<file path="src/rtl/frame_loopback_ctrl.sv">
// ---------------------------------------------------------------------------
// frame_loopback_ctrl
//   Buffers one received PCD frame and, if it arrived clean, replays it byte
//   by byte to the tx block. Frames with rx errors, overflow, a partial byte
//   followed by more data, or no bytes are discarded with a frame_dropped
//   pulse.
//
// Optional build macro: FRAME_LOOPBACK_CTRL_STATS_EN
//   Adds saturating 16-bit counters frames_forwarded / frames_discarded.
//
// Ports
//   clk, rst_n            clock, async active-low reset
//   rx_soc / rx_eoc       start / end of received frame (1-cycle pulses)
//   rx_data[7:0]          received byte, LSB first
//   rx_data_bits[2:0]     valid bits in rx_data (0 = 8)
//   rx_data_valid         rx_data / rx_data_bits qualifier
//   rx_sequence_error,
//   rx_parity_error       rx error pulses
//   tx_data[7:0]          byte presented to tx (registered)
//   tx_data_bits[2:0]     valid bits in tx_data (0 = 8, registered)
//   tx_ready_to_send      tx_data holds a byte awaiting transmission
//   tx_req                tx consumed tx_data, wants the next one
//   busy                  state != IDLE
//   frame_dropped         1-cycle pulse when a frame is discarded
//   frames_forwarded,
//   frames_discarded      (stats build only) saturating frame counters
// ---------------------------------------------------------------------------
module frame_loopback_ctrl #(
    parameter int DEPTH = 16
) (
    input  logic       clk,
    input  logic       rst_n,
    input  logic       rx_soc,
    input  logic       rx_eoc,
    input  logic [7:0] rx_data,
    input  logic [2:0] rx_data_bits,
    input  logic       rx_data_valid,
    input  logic       rx_sequence_error,
    input  logic       rx_parity_error,
    output logic [7:0] tx_data,
    output logic [2:0] tx_data_bits,
    output logic       tx_ready_to_send,
    input  logic       tx_req,
    output logic       busy,
`ifdef FRAME_LOOPBACK_CTRL_STATS_EN
    output logic       frame_dropped,
    output logic [15:0] frames_forwarded,
    output logic [15:0] frames_discarded
`else
    output logic       frame_dropped
`endif
);

    localparam int AW = $clog2(DEPTH);
    localparam int CW = AW + 1;   // count must reach DEPTH itself

    typedef enum logic [1:0] {S_IDLE, S_RECV, S_SEND} state_t;

    state_t         r_state,     w_state_nxt;
    logic [CW-1:0]  r_count,     w_count_nxt;   // also the write pointer
    logic [CW-1:0]  r_rptr,      w_rptr_nxt;    // index of byte on tx_data
    logic           r_err,       w_err_nxt;
    logic [2:0]     r_last_bits, w_last_nxt;
    logic [7:0]     r_tx_data,   w_txd_nxt;
    logic [2:0]     r_tx_bits,   w_txb_nxt;
    logic           r_tx_rdy,    w_rdy_nxt;
    logic           r_drop,      w_drop_nxt;
    logic           w_mem_we;
    logic           w_fwd;
    logic           w_rx_err;
    logic [CW-1:0]  w_rptr_inc;

    logic [7:0]     r_mem [DEPTH];

    assign w_rx_err   = rx_sequence_error | rx_parity_error;
    assign w_rptr_inc = r_rptr + CW'(1);

    assign tx_data          = r_tx_data;
    assign tx_data_bits     = r_tx_bits;
    assign tx_ready_to_send = r_tx_rdy;
    assign busy             = (r_state != S_IDLE);
    assign frame_dropped    = r_drop;

    always_ff @(posedge clk or negedge rst_n) begin
        if (!rst_n) begin
            r_state     <= S_IDLE;
            r_count     <= '0;
            r_rptr      <= '0;
            r_err       <= 1'b0;
            r_last_bits <= 3'd0;
            r_tx_data   <= 8'd0;
            r_tx_bits   <= 3'd0;
            r_tx_rdy    <= 1'b0;
            r_drop      <= 1'b0;
        end else begin
            r_state     <= w_state_nxt;
            r_count     <= w_count_nxt;
            r_rptr      <= w_rptr_nxt;
            r_err       <= w_err_nxt;
            r_last_bits <= w_last_nxt;
            r_tx_data   <= w_txd_nxt;
            r_tx_bits   <= w_txb_nxt;
            r_tx_rdy    <= w_rdy_nxt;
            r_drop      <= w_drop_nxt;
        end
    end

    // Frame buffer: contents are don't-care after reset.
    always_ff @(posedge clk) begin
        if (w_mem_we) r_mem[r_count[AW-1:0]] <= rx_data;
    end

    always_comb begin
        w_state_nxt = r_state;
        w_count_nxt = r_count;
        w_rptr_nxt  = r_rptr;
        w_err_nxt   = r_err;
        w_last_nxt  = r_last_bits;
        w_txd_nxt   = r_tx_data;
        w_txb_nxt   = r_tx_bits;
        w_rdy_nxt   = r_tx_rdy;
        w_drop_nxt  = 1'b0;
        w_mem_we    = 1'b0;
        w_fwd       = 1'b0;

        case (r_state)
            S_IDLE: begin
                if (rx_soc) begin
                    w_state_nxt = S_RECV;
                    w_count_nxt = '0;
                    w_err_nxt   = 1'b0;
                    w_last_nxt  = 3'd0;
                end
            end

            S_RECV: begin
                if (rx_soc) begin
                    // restart: drop what was collected, keep receiving
                    w_count_nxt = '0;
                    w_err_nxt   = 1'b0;
                    w_last_nxt  = 3'd0;
                end else if (rx_eoc) begin
                    // Error pulses coincident with eoc still spoil the frame;
                    // a data byte on the eoc cycle is not part of the frame.
                    if (r_err || w_rx_err || r_count == '0) begin
                        w_drop_nxt  = 1'b1;
                        w_state_nxt = S_IDLE;
                    end else begin
                        w_fwd       = 1'b1;
                        w_state_nxt = S_SEND;
                        w_rdy_nxt   = 1'b1;
                        w_rptr_nxt  = '0;
                        w_txd_nxt   = r_mem[0];
                        w_txb_nxt   = (r_count == CW'(1)) ? r_last_bits : 3'd0;
                    end
                end else begin
                    if (w_rx_err) w_err_nxt = 1'b1;
                    if (rx_data_valid) begin
                        w_last_nxt = rx_data_bits;
                        // only the final byte of a frame may be partial
                        if (r_last_bits != 3'd0) w_err_nxt = 1'b1;
                        if (r_count == CW'(DEPTH)) begin
                            w_err_nxt = 1'b1;
                        end else begin
                            w_mem_we    = 1'b1;
                            w_count_nxt = r_count + CW'(1);
                        end
                    end
                end
            end

            S_SEND: begin
                if (rx_soc) begin
                    // new frame pre-empts replay, even against a tx_req
                    w_state_nxt = S_RECV;
                    w_rdy_nxt   = 1'b0;
                    w_count_nxt = '0;
                    w_err_nxt   = 1'b0;
                    w_last_nxt  = 3'd0;
                end else if (tx_req) begin
                    if (w_rptr_inc < r_count) begin
                        w_rptr_nxt = w_rptr_inc;
                        w_txd_nxt  = r_mem[w_rptr_inc[AW-1:0]];
                        w_txb_nxt  = (w_rptr_inc + CW'(1) == r_count) ? r_last_bits : 3'd0;
                    end else begin
                        w_rdy_nxt   = 1'b0;
                        w_state_nxt = S_IDLE;
                    end
                end
            end

            default: w_state_nxt = S_IDLE;
        endcase
    end

`ifdef FRAME_LOOPBACK_CTRL_STATS_EN
    logic [15:0] r_fwd_cnt, r_disc_cnt;

    always_ff @(posedge clk or negedge rst_n) begin
        if (!rst_n) begin
            r_fwd_cnt  <= 16'd0;
            r_disc_cnt <= 16'd0;
        end else begin
            if (w_fwd && r_fwd_cnt != 16'hFFFF)       r_fwd_cnt  <= r_fwd_cnt + 16'd1;
            if (w_drop_nxt && r_disc_cnt != 16'hFFFF) r_disc_cnt <= r_disc_cnt + 16'd1;
        end
    end

    assign frames_forwarded = r_fwd_cnt;
    assign frames_discarded = r_disc_cnt;
`endif

endmodule

</file>
<file path="config.mk">
export PLATFORM = sky130hd
export DESIGN_NAME = frame_loopback_ctrl
export DESIGN_NICKNAME = d
export VERILOG_FILES = /design/src/rtl/frame_loopback_ctrl.sv
export SDC_FILE = /design/constraint.sdc
export NUM_CORES = 1
export LEC_CHECK = 0
export CAP_MARGIN = 20
export CORE_MARGIN = 1
export CORE_UTILIZATION = 28
export DETAILED_ROUTE_END_ITERATION = 7
export SYNTH_ARGS = -nofsm -noshare
export SYNTH_HDL_FRONTEND = slang
export SYNTH_SLANG_ARGS = --single-unit
</file>
<file path="constraint.sdc">
create_clock -name clk -period 3.95 [get_ports clk]
set_input_delay 0.395 -clock clk [delete_from_list [all_inputs] [get_ports clk]]
set_output_delay 0.395 -clock clk [all_outputs]
set_load 0.01 [all_outputs]
</file>
# --- Word-level counts from Yosys, hierarchy flattened ---
# Memory sizes are Yosys's and may differ from the RTL's.
# Cells that the tools add are included.
classes:
  add_sub_neg: 3
  order_cmp: 1
  eq_ne: 18
  muxes: 68
  bitwise_logic: 1
  reduce_logical: 15
ops:
  columns: ["operator", "count"]
  rows:
  - ["2-to-1 mux 5 bit", 11]
  - ["2-to-1 mux 8 bit", 6]
  - ["2-to-1 mux 3 bit", 12]
  - ["2-to-1 mux 1 bit", 24]
  - ["one-hot mux 5 bit (2 select lines)", 2]
  - ["one-hot mux 8 bit (2 select lines)", 1]
  - ["adder 5 x 1 -> 5 bit (second input constant)", 3]
  - ["!= test 3 bit (second input constant)", 5]
  - ["2-to-1 mux 2 bit", 7]
  - ["!= test 2 bit (second input constant)", 7]
  - ["one-hot mux 3 bit (2 select lines)", 2]
  - ["AND reduction 5 bit", 2]
  - ["AND reduction 7 bit", 1]
  - ["one-hot mux 2 bit (3 select lines)", 1]
  - ["AND reduction 6 bit", 1]
  - ["nonzero test 2 bit", 3]
  - ["equality test 5 x 1 -> 1 bit (second input constant)", 1]
  - ["equality test 5 bit", 1]
  - ["equality test 5 bit (second input constant)", 1]
  - ["zero test 5 bit", 1]
  - ["less-than comparator 5 bit", 1]
  - ["one-hot mux 1 bit (2 select lines)", 2]
  - ["AND reduction 4 bit", 1]
  - ["AND reduction 3 bit", 1]
  - ["8 further kinds", 9]
word_totals:
  regBits: 29
  ram_bits: 128
  in_bits: 19
  output_inout_bits: 14
  mem_count: 1
memory_table:
  columns: ["name", "words", "word_bits", "rd", "rd_ports_with_merged_regs", "wr", "line", "source"]
  rows:
  - ["r_mem", 16, 8, 2, 0, 1, "73", "logic [7:0] r_mem [DEPTH];"]

# --- Longest topological paths before layout ---
# Gate-level depths: netlist (run 1).
depth:
  depth_word: 8
  depth_mapped: 13
  ltp_nobuf: 10

# --- Worst setup path after synthesis (run 1) ---
# Ideal clock, no wire load.
synth_path:
  path_type: "register -> register"
  from: "reg r_rptr[0]"
  to: "reg r_rptr[3]"
  setup_ps: 128
  t_arrival_ps: 2739
  slack_ps: 1083
  stages_incl_launch_ff: 14
  path_buffers: 3
  synth_period_minus_slack_ps: 2867
  cell_sequence: "dfrtp_1 ha_1 xnor2_2 inv_2 buf_2 buf_1 ha_1 o211ai_1 a21oi_1 o22ai_1 o221ai_2 buf_6 o21ai_0 o31ai_1"
synth_between:
  elab_chain_cells: 5
  word_cells_on_any_way: 8
  classes_between: "add/sub (1); order compare (1); eq/ne (1); mux (4); reduce/logical (1)"
synth_rtl:
  columns: ["element", "line", "source"]
  rows:
  - ["from (decl)", "61", "logic [CW-1:0] r_rptr, w_rptr_nxt;"]
  - ["from (signal assigned)", "98", "r_rptr <= w_rptr_nxt;"]
  - ["adder 5 x 1 -> 5 bit (*)", "76", "assign w_rptr_inc = r_rptr + CW'(1);"]
  - ["branches (longest 4 deep; another with less-than comparator 5 bit)", null, null]
# Every way passes the cells marked *. The select of a mux whose other input is x is not followed.
# A chain may end at the register's enable or synchronous reset.

# --- Worst setup path in the final report (run 1) ---
layout_path:
  from: "reg r_rptr[0]"
  to: "reg r_tx_bits[1] (netlist: tx_data_bits[1])"
layout_between:
  elab_chain_cells: 8
  word_cells_on_any_way: 11
  classes_between: "add/sub (2); order compare (1); eq/ne (2); mux (5); reduce/logical (1)"
layout_rtl:
  columns: ["element", "line", "source"]
  rows:
  - ["adder 5 x 1 -> 5 bit (*)", "76", null]
  - ["adder 5 x 1 -> 5 bit", "184", "w_txb_nxt = (w_rptr_inc + CW'(1) == r_count) ? r_last_bits : 3'd0;"]
  - ["equality test 5 bit", "184", null]
  - ["2-to-1 mux 3 bit", "184", null]
  - ["2-to-1 mux 3 bit", "181", "if (w_rptr_inc < r_count) begin"]
  - ["2-to-1 mux 3 bit", "180", "end else if (tx_req) begin"]
  - ["2-to-1 mux 3 bit", "173", "if (rx_soc) begin"]
  - ["one-hot mux 3 bit (2 select lines)", "126", "case (r_state)"]
  - ["to (signal assigned)", "102", "r_tx_bits <= w_txb_nxt;"]
  - ["to (decl)", "65", "logic [2:0] r_tx_bits, w_txb_nxt;"]
# Every way passes the cells marked *; elsewhere a longest branch is shown, timed or not. The select of a mux whose other input is x is not followed.

==> results of run 1 <==
path summary, 6_finish.rpt:
check | start | endpoint | cells after the start
worst max-delay path | r_rptr[0]$_DFFE_PN0P_ | tx_data_bits[1]$_DFFE_PN0P_ | 11
max in group asynchronous | rst_n | r_rptr[0]$_DFFE_PN0P_ | 2
min in group clk | r_err$_DFFE_PN0P_ | r_err$_DFFE_PN0P_ | 1
worst min register to register | r_err$_DFFE_PN0P_ | r_err$_DFFE_PN0P_ | 1
worst min-delay path | rst_n | r_last_bits[1]$_DFFE_PN0P_ | 1
worst max register to register | r_rptr[0]$_DFFE_PN0P_ | tx_data_bits[1]$_DFFE_PN0P_ | 11
worst max-delay path: stages (launching register included):
cell,delay (ps)
dfrtp_2,400
buf_4,550
inv_1,170
ha_1,340
inv_1,70
ha_1,280
nand2b_1,50
a21oi_1,290
o22ai_1,180
o221ai_2,310
o32a_1,290
o21ai_1,80
kinds of logic after synthesis:
group	count (synthesis)
flops	157
compound gates	74
buf+inv	35
fa+ha+maj	11
simple gates	138
mux	32
xor+xnor	9
final cells by class:
class	instances	area share (%)
Sequential cell	157	57.28
Multi-Input combinational cell	264	25.47
Clock buffer	19	5.426
Tap cell	319	5.002
Timing Repair Buffer	37	4.485
Clock inverter	13	1.631
Inverter	15	0.7057
stage by stage:
step	instance area [sq um]	total power (uW)	hold WS (ps)	utilization, %
after floorplan	6754	2474	99.41	-
after global placement	7416	2783	473.0	31.50
after detailed placement	7416	2805	481.3	31.50
after CTS	7979	4369	473.0	33.89
after global routing	7979	4525	507.5	33.89
final	7979	4347	446.9	33.89
routing by layer:
layer,GRT usage [%],up-vias,part of all wire [%]
li1,-,1814,-
met3,4.130,21,7.1
met5,0,-,0
met4,4.762,0,1.7
met2,22.69,169,49
met1,17.88,2062,43
sequential cells by signal, indices dropped and copies added, names as in the netlist:
signal / flops
tx_ready_to_send: 1
tx_data_bits: 3
r_state: 2
r_mem: 128
r_count: 5
r_rptr: 5
frame_dropped: 1
r_err: 1
tx_data: 8
r_last_bits: 3
cells in the mapped netlist, types with 2 or more instances:
library cell,count
nand3_1,37
clkbuf_1,7
o31ai_1,4
a31oi_1,3
a21o_1,2
buf_1,3
inv_2,2
o21ai_0,25
and2_1,2
mux4_2,32
inv_1,13
a21oi_1,22
xnor2_1,5
nand2b_1,6
xor2_1,2
o22ai_1,3
buf_2,7
ha_1,11
nor2_1,35
nand2_1,44
edfxtp_1,128
nor3_1,4
nor2b_1,5
dfrtp_1,29
o21ai_1,4
or2_2,2
power breakdown:
part	internal (uW)	total, uW	leakage, uW	switching, uW
combinational	348	789	0.000899	442
clock	885	1580	0.000278	691
sequential	1890	1980	0.00152	87.8
==> results.tsv, run 1 <==
metric	value	unit
area share of xor/xnor cells in the synthesized design	1.556	%
chip width	157.3	um
leak pwr	0.002699	uW
area of the multi-input gates	2032	sq um
layout cells sized above 1	15.45	%
# DRC	0	
number of port buffers	32	
CTS Buf Count	17	
largest net degree at the start of global routing	39	
area fraction of the dominant cell type after synthesis	56.91	%
root buf cell	clkbuf_16	
Core Area	23540	sq um
Place WS	611.4	ps
Crit path required time	4250	ps
pwr dens	544.9	nW/um^2
Hold Crit Class	in2async	
Worst setup SP type	flop	
number of fill cells	2270	
register area	4571	sq um
final setup margin	816.0	ps
Ys Warns	0	
clock sink count	157	
RSZ-0062 raised after global routing	no	
GP Congestion	0.8683	
Crit. End Element	flop	
Post-synth EDFFs	128	
Max VDD drop	0.2765	mV
fraction of registers with async set/reset	18.47	%
Ports	33	
Initial Utilization	28.69	%
drt pass-1 iters	5	
crit share post-route	79.34	%
Tmin final	3134	ps
critical path type	reg2reg	
leading cell type in the layout, fill and taps excluded	edfxtp_1	
Synth Area in Compound Gates	6.632	%
chip height	157.3	um
placed cells	792	
post-CTS setup buffer count	0	
#FFs+latches synth	157	
commonest register cell after synthesis	edfxtp_1	
Hold Fails Final Rpt	0	
Die Area	24750	sq um
DRT iter0 DRCs	424	
setup TNS	0	ps
max cap viols	0	
post-synthesis area per instance	14.81	sq um
largest family of logic cells by synthesized area	multiplexers	
htree depth	4	
# diodes	0	
sequential share of the synthesized area	67.65	%
Layout Skew	9.475	ps
Post-Syn Nets	486	
clk slew on worst S/H paths	70	ps
post-synthesis mux area share	10.67	%
Final Slew Violations	0	
Resized Gates After CTS	0	
slew margin rel.	44.21	%
Worst-Skew Late Latency	430	ps
cts hold-fix bufs	0	
GRT Total Usage	14.02	%
synth top area cells	edfxtp_1 57%, dfrtp_1 11%, mux4_2 11%	
initial antenna violation count	0	
vias	4066	
status	finished, final reports clean	
remaining antenna violation count	0	
CTS Buffer Depth	2	
Final #Nets	522	
Syn Std Cell Area	6754	sq um
final instance count without filler cells	824	
first-pass GRT wire length	24660	um
Detailed Place HPWL	11200	um
simple-gate portion of the synthesized area	9.189	%
Area Overhead vs Synth	18.14	%
Total Wirelength	16330	um
vias in the first global route	4064	
Avg Vias per Cell	4.934	
Avg WL per Cell	19.82	um
gr ovfl total	0	
max frequency	319.1	MHz
Setup violations, final	0	
worst-margin pin slew	834.3	ps
most frequent cells in the layout	128 x edfxtp_1, 44 x nand2_1, 37 x nand3_1, 35 x nor2_1	
Worst R2R Setup Slack	820	ps
CTS tree	built	
leading area contributor after synthesis	edfxtp_1	
Critical Path AT	3440	ps
row cnt	56	
Distinct cells, synth	45	
adder-cell share of the synthesized area	2.038	%
Syn Inst Count	456	
worst-path fanout max	38	
Note: power is estimated with default switching activity, not from simulation.
==> run 2: changes to the inputs <==
==> constraint.sdc (replaced) <==
create_clock -name clk -period 2.5 [get_ports clk]
set_input_delay 0.25 -clock clk [delete_from_list [all_inputs] [get_ports clk]]
set_output_delay 0.25 -clock clk [all_outputs]
set_load 0.01 [all_outputs]
==> results.tsv, run 2 (synthesis gave the netlist of run 1 again) <==
metric	value	unit
status	finished, final reports clean	
drt pass-1 iters	4	
CP max stage cell	dfrtp_2	
initial antenna violation count	0	
critical path cell sequence	ha_4, nand3_1, xnor2_2, ha_1, a21oi_1, nand2_2, o22ai_2, o221ai_4, buf_12, a21oi_1, a21oi_1	
Hold Fails Final Rpt	0	
WP buf/inv	1	
max cap viols	0	
row cnt	56	
CTS Buf Count	17	
Avg Vias per Cell	4.724	
overall power	7024	uW
Crit path required time	2790	ps
leading cell type in the layout, fill and taps excluded	edfxtp_1	
Global Route met1 Usage	16.75	%
Avg WL per Cell	17.96	um
chip width	157.3	um
Worst setup SP type	flop	
number of port buffers	32	
area post-placement	7764	sq um
slew margin rel.	54.19	%
first-pass GRT wire length	23890	um
vias	4077	
gr ovfl total	0	
remaining antenna violation count	0	
vias in the first global route	4175	
worst-margin pin slew	685.0	ps
placed cells	827	
CP dominant cell by count	a21oi_1	
Final #Nets	561	
Layout Skew	12.97	ps
CTS tree	built	
Most Crowded Layer GR	met2	
GRT Total Usage	13.25	%
Die Area	24750	sq um
Place WS	27.11	ps
GRT met2 Usage	21.93	%
max reg flops	128	
Largest delay share family, worst path	compound AO/OA/AOI/OAI gates	
Worst-Skew Late Latency	420	ps
GP Congestion	0.8499	
final instance count without filler cells	863	
clk slew on worst S/H paths	70	ps
RSZ-0062 raised after global routing	yes	
Area Overhead vs Synth	24.66	%
CTS Buffer Depth	2	
Crit. End Element	flop	
crit share post-route	96.55	%
Final Util	35.76	%
DRT iter0 DRCs	256	
Tmin final	2414	ps
Final Slew Violations	0	
htree depth	4	
Core Area	23540	sq um
pwr dens	834.2	nW/um^2
Critical Path AT	2710	ps
most frequent cells in the layout	128 x edfxtp_1, 43 x nand2_1, 41 x buf_4, 37 x nand3_1, 35 x nor2_1	
final setup margin	86.36	ps
critical path type	reg2reg	
Hold Crit Class	in2async	
cts hold-fix bufs	0	
# DRC	0	
clock sink count	157	
CP peak stage delay	430	ps
Ports	33	
worst-path fanout max	13	
met3 usage	3.855	%
Initial Utilization	28.69	%
largest net degree at the start of global routing	33	
leak pwr	0.002920	uW
Setup violations, final	0	
# diodes	0	
Max VDD drop	0.4027	mV
Total Wirelength	15500	um
max frequency	414.3	MHz
layout cells sized above 1	23.53	%
chip height	157.3	um
Detailed Place HPWL	10100	um
Finished Cell Area	8419	sq um
root buf cell	clkbuf_16	
## run 2: report_power, final
group          internal [uW]  switching, uW  total [uW]
Clock                   1400           1110        2510
Combinational            636            737        1370
Sequential              2990            147        3140
## run 2: metrics by stage
stage                     TNS, ps  hold slack (ps)
after floorplan                 0           -45.59
after global placement          0            477.1
after detailed placement        0            471.4
after CTS                       0            237.3
after global routing       -220.5            257.2
final                           0            228.7
## run 2: layout make-up
| class | count | area, sq um |
|---|---|---|
| Clock inverter | 15 | 161.4 |
| Sequential cell | 157 | 4573 |
| Inverter | 15 | 56.30 |
| Multi-Input combinational cell | 264 | 2116 |
| Tap cell | 319 | 399.1 |
| Timing Repair Buffer | 76 | 688.2 |
| Clock buffer | 17 | 425.4 |
| Fill cell | 2287 | 15120 |
## run 2: routing by layer
layer | vias to the layer above | share of wire (%)
li1 | 1892 | -
met1 | 2074 | 42
met2 | 106 | 50
met3 | 5 | 6.9
met4 | 0 | 0.68
met5 | - | 0
## run 2: what timing repair did
action | in CTS | in global routing
buffers inserted | 0 | 4
gates resized for setup | 0 | 5
setup endpoints to repair | 0 | 15
## run 2: worst reg2reg max path: cells and delay by family (launching register included)
kind	cells	cell delay, ps
adder cells (fa/ha/maj)	2	440
AND/OR/NAND/NOR	2	260
XOR/XNOR	1	230
buffers and inverters	1	190
flip-flops	1	430
AO/OA/AOI/OAI	5	730
## run 2: path summary, 6_finish.rpt
path | endpoint | slack [ps] | cells past startpoint | from
min in group clk | r_last_bits[0]$_DFFE_PN0P_ | 410 | 3 | rx_data_bits[0]
worst max register to register | tx_data[1]$_DFFE_PN0P_ | 90 | 11 | r_rptr[0]$_DFFE_PN0P_
max in group asynchronous | r_rptr[0]$_DFFE_PN0P_ | 1960 | 2 | rst_n
worst min-delay path | tx_data[3]$_DFFE_PN0P_ | 230 | 2 | rst_n
worst max-delay path | tx_data[1]$_DFFE_PN0P_ | 90 | 11 | r_rptr[0]$_DFFE_PN0P_
worst min register to register | r_err$_DFFE_PN0P_ | 480 | 1 | r_err$_DFFE_PN0P_
==> run 3: changes to the inputs <==
--- a/config.mk
+++ b/config.mk
@@ -8,6 +8,8 @@
 export CAP_MARGIN = 20
 export CORE_MARGIN = 1
 export CORE_UTILIZATION = 28
+export CTS_BUF_LIST = sky130_fd_sc_hd__clkbuf_8 sky130_fd_sc_hd__clkbuf_16
+export CTS_CLUSTER_SIZE = 24
 export DETAILED_ROUTE_END_ITERATION = 7
 export SYNTH_ARGS = -nofsm -noshare
 export SYNTH_HDL_FRONTEND = slang
==> results of run 3 <==
Same layout as run 2: the final DEF is identical, and so are final timing and power.
==> RTL edit: new RTL, config.mk and constraints of run 2 <==
`r_tx_data` no longer has a reset.
--- a/src/rtl/frame_loopback_ctrl.sv
+++ b/src/rtl/frame_loopback_ctrl.sv
@@ -90,3 +90,2 @@
             r_last_bits <= 3'd0;
-            r_tx_data   <= 8'd0;
             r_tx_bits   <= 3'd0;
@@ -100,3 +99,2 @@
             r_last_bits <= w_last_nxt;
-            r_tx_data   <= w_txd_nxt;
             r_tx_bits   <= w_txb_nxt;
@@ -105,2 +103,6 @@
         end
+    end
+
+    always_ff @(posedge clk) begin
+        r_tx_data <= w_txd_nxt;
     end
Behaviour: differs if rst_n is asserted again (counterexample within 4 cycles, from zero or initial values and one cycle with rst_n low); with rst_n held inactive, the same outputs for 4 cycles.
==> RTL edit against run 2 <==
  * Sequential cell count stayed put
  * Worst setup slack better by 0.0050 ns
  * Cell area is 1.0% lower
  * Count of clock-buffer cells in the layout stayed put
  * Wire length is 1.1% higher
  * Sequential share of layout area is 1.0 points higher
  * Area after synthesis is 0.57% lower
  * Critical path type unchanged
Power is not compared: it rests on default switching activity, and its combinational part moved more than twofold at a synthesized area within 25%.
==> RTL edit: results (changes against run 2) <==
- Status: completed
- Post-Synth XOR/XNOR Area: 0.0110 (-0.00457)
- Placer Congestion: 0.839 (-1.3%)
- Met3 Use GR: 0.0388 (+0.000224)
- First-pass GRT wire length: 23400 microns (-1.8%)
- Placed cell count: 744 (-10%)
- Mux cell area share after synthesis: 0.157 (+0.0507)
- Syn Inst Count: 375 (-18%)
- Filler instances: 2192 (-4.2%)
- WL met2: 7690 microns (-1.2%)
- Data buffer area share: 0.0776 (-0.00410)
- EDFF count, synth: 136 (+6.3%)
- Vias per cell: 4.94 (+4.7%)
- Top cells by area, synth: edfxtp_1 (61%), mux4_2 (11%), dfrtp_1 (7.8%), mux4_1 (2.3%), ha_1 (2.0%)
- Reg2Reg Depth: 4 (-7)
- Syn nets: 405 (-17%)
- Global-route track usage on met2: 0.218 (-0.00178)
- Worst clock skew: 0.00998 ns (-0.00299 ns)
- Post-synthesis cell type count: 52 (+16%)
- Share of layout cells above drive strength 1: 0.301 (+0.0654)
- Synth Area in Adders: 0.0205 (+0.000118)
- Comb_multi_in: 188 (-29%)
- Fraction of area in multi-input gates: 0.250 (-0.00156)
- Pin count of the biggest net entering global routing: 22 (-33%)
- Crit path arrival time: 2.57 ns (-0.14 ns)
- Vias in the first global route: 3899 (-6.6%)
## RTL edit: power by group
group	total, mW	switching, mW	internal [mW]	leakage (nW)
Combinational	0.497	0.256	0.241	1.07
Clock	2.35	1.07	1.28	0.264
Sequential	2.92	0.0298	2.89	1.50
## RTL edit: stage by stage
stage               power [mW]  area [sq um]   util  setup WS, ns
floorplan                 3.25          6810      -       -0.0140
detailed placement        3.47          7740  0.330        0.0148
finish                    5.77          8330  0.355        0.0914
global route              5.97          8330  0.355      -0.00148
global placement          3.45          7740  0.330        0.0997
CTS                       5.81          8280  0.353        0.0141
## RTL edit: repair_timing
action / in CTS / in global routing
setup endpoints to repair: 0 / 15
gates resized for setup: 0 / 5
hold buffers: 0 / 0
setup buffers: 0 / 2
## RTL edit: cells by family after synthesis
logic type | Yosys count
DFF | 157
buffers and inverters | 30
xor gates and xnor gates | 6
adders and majority gates | 11
AOI/OAI and AO/OA | 44
and+or+nand+nor | 75
muxes | 52
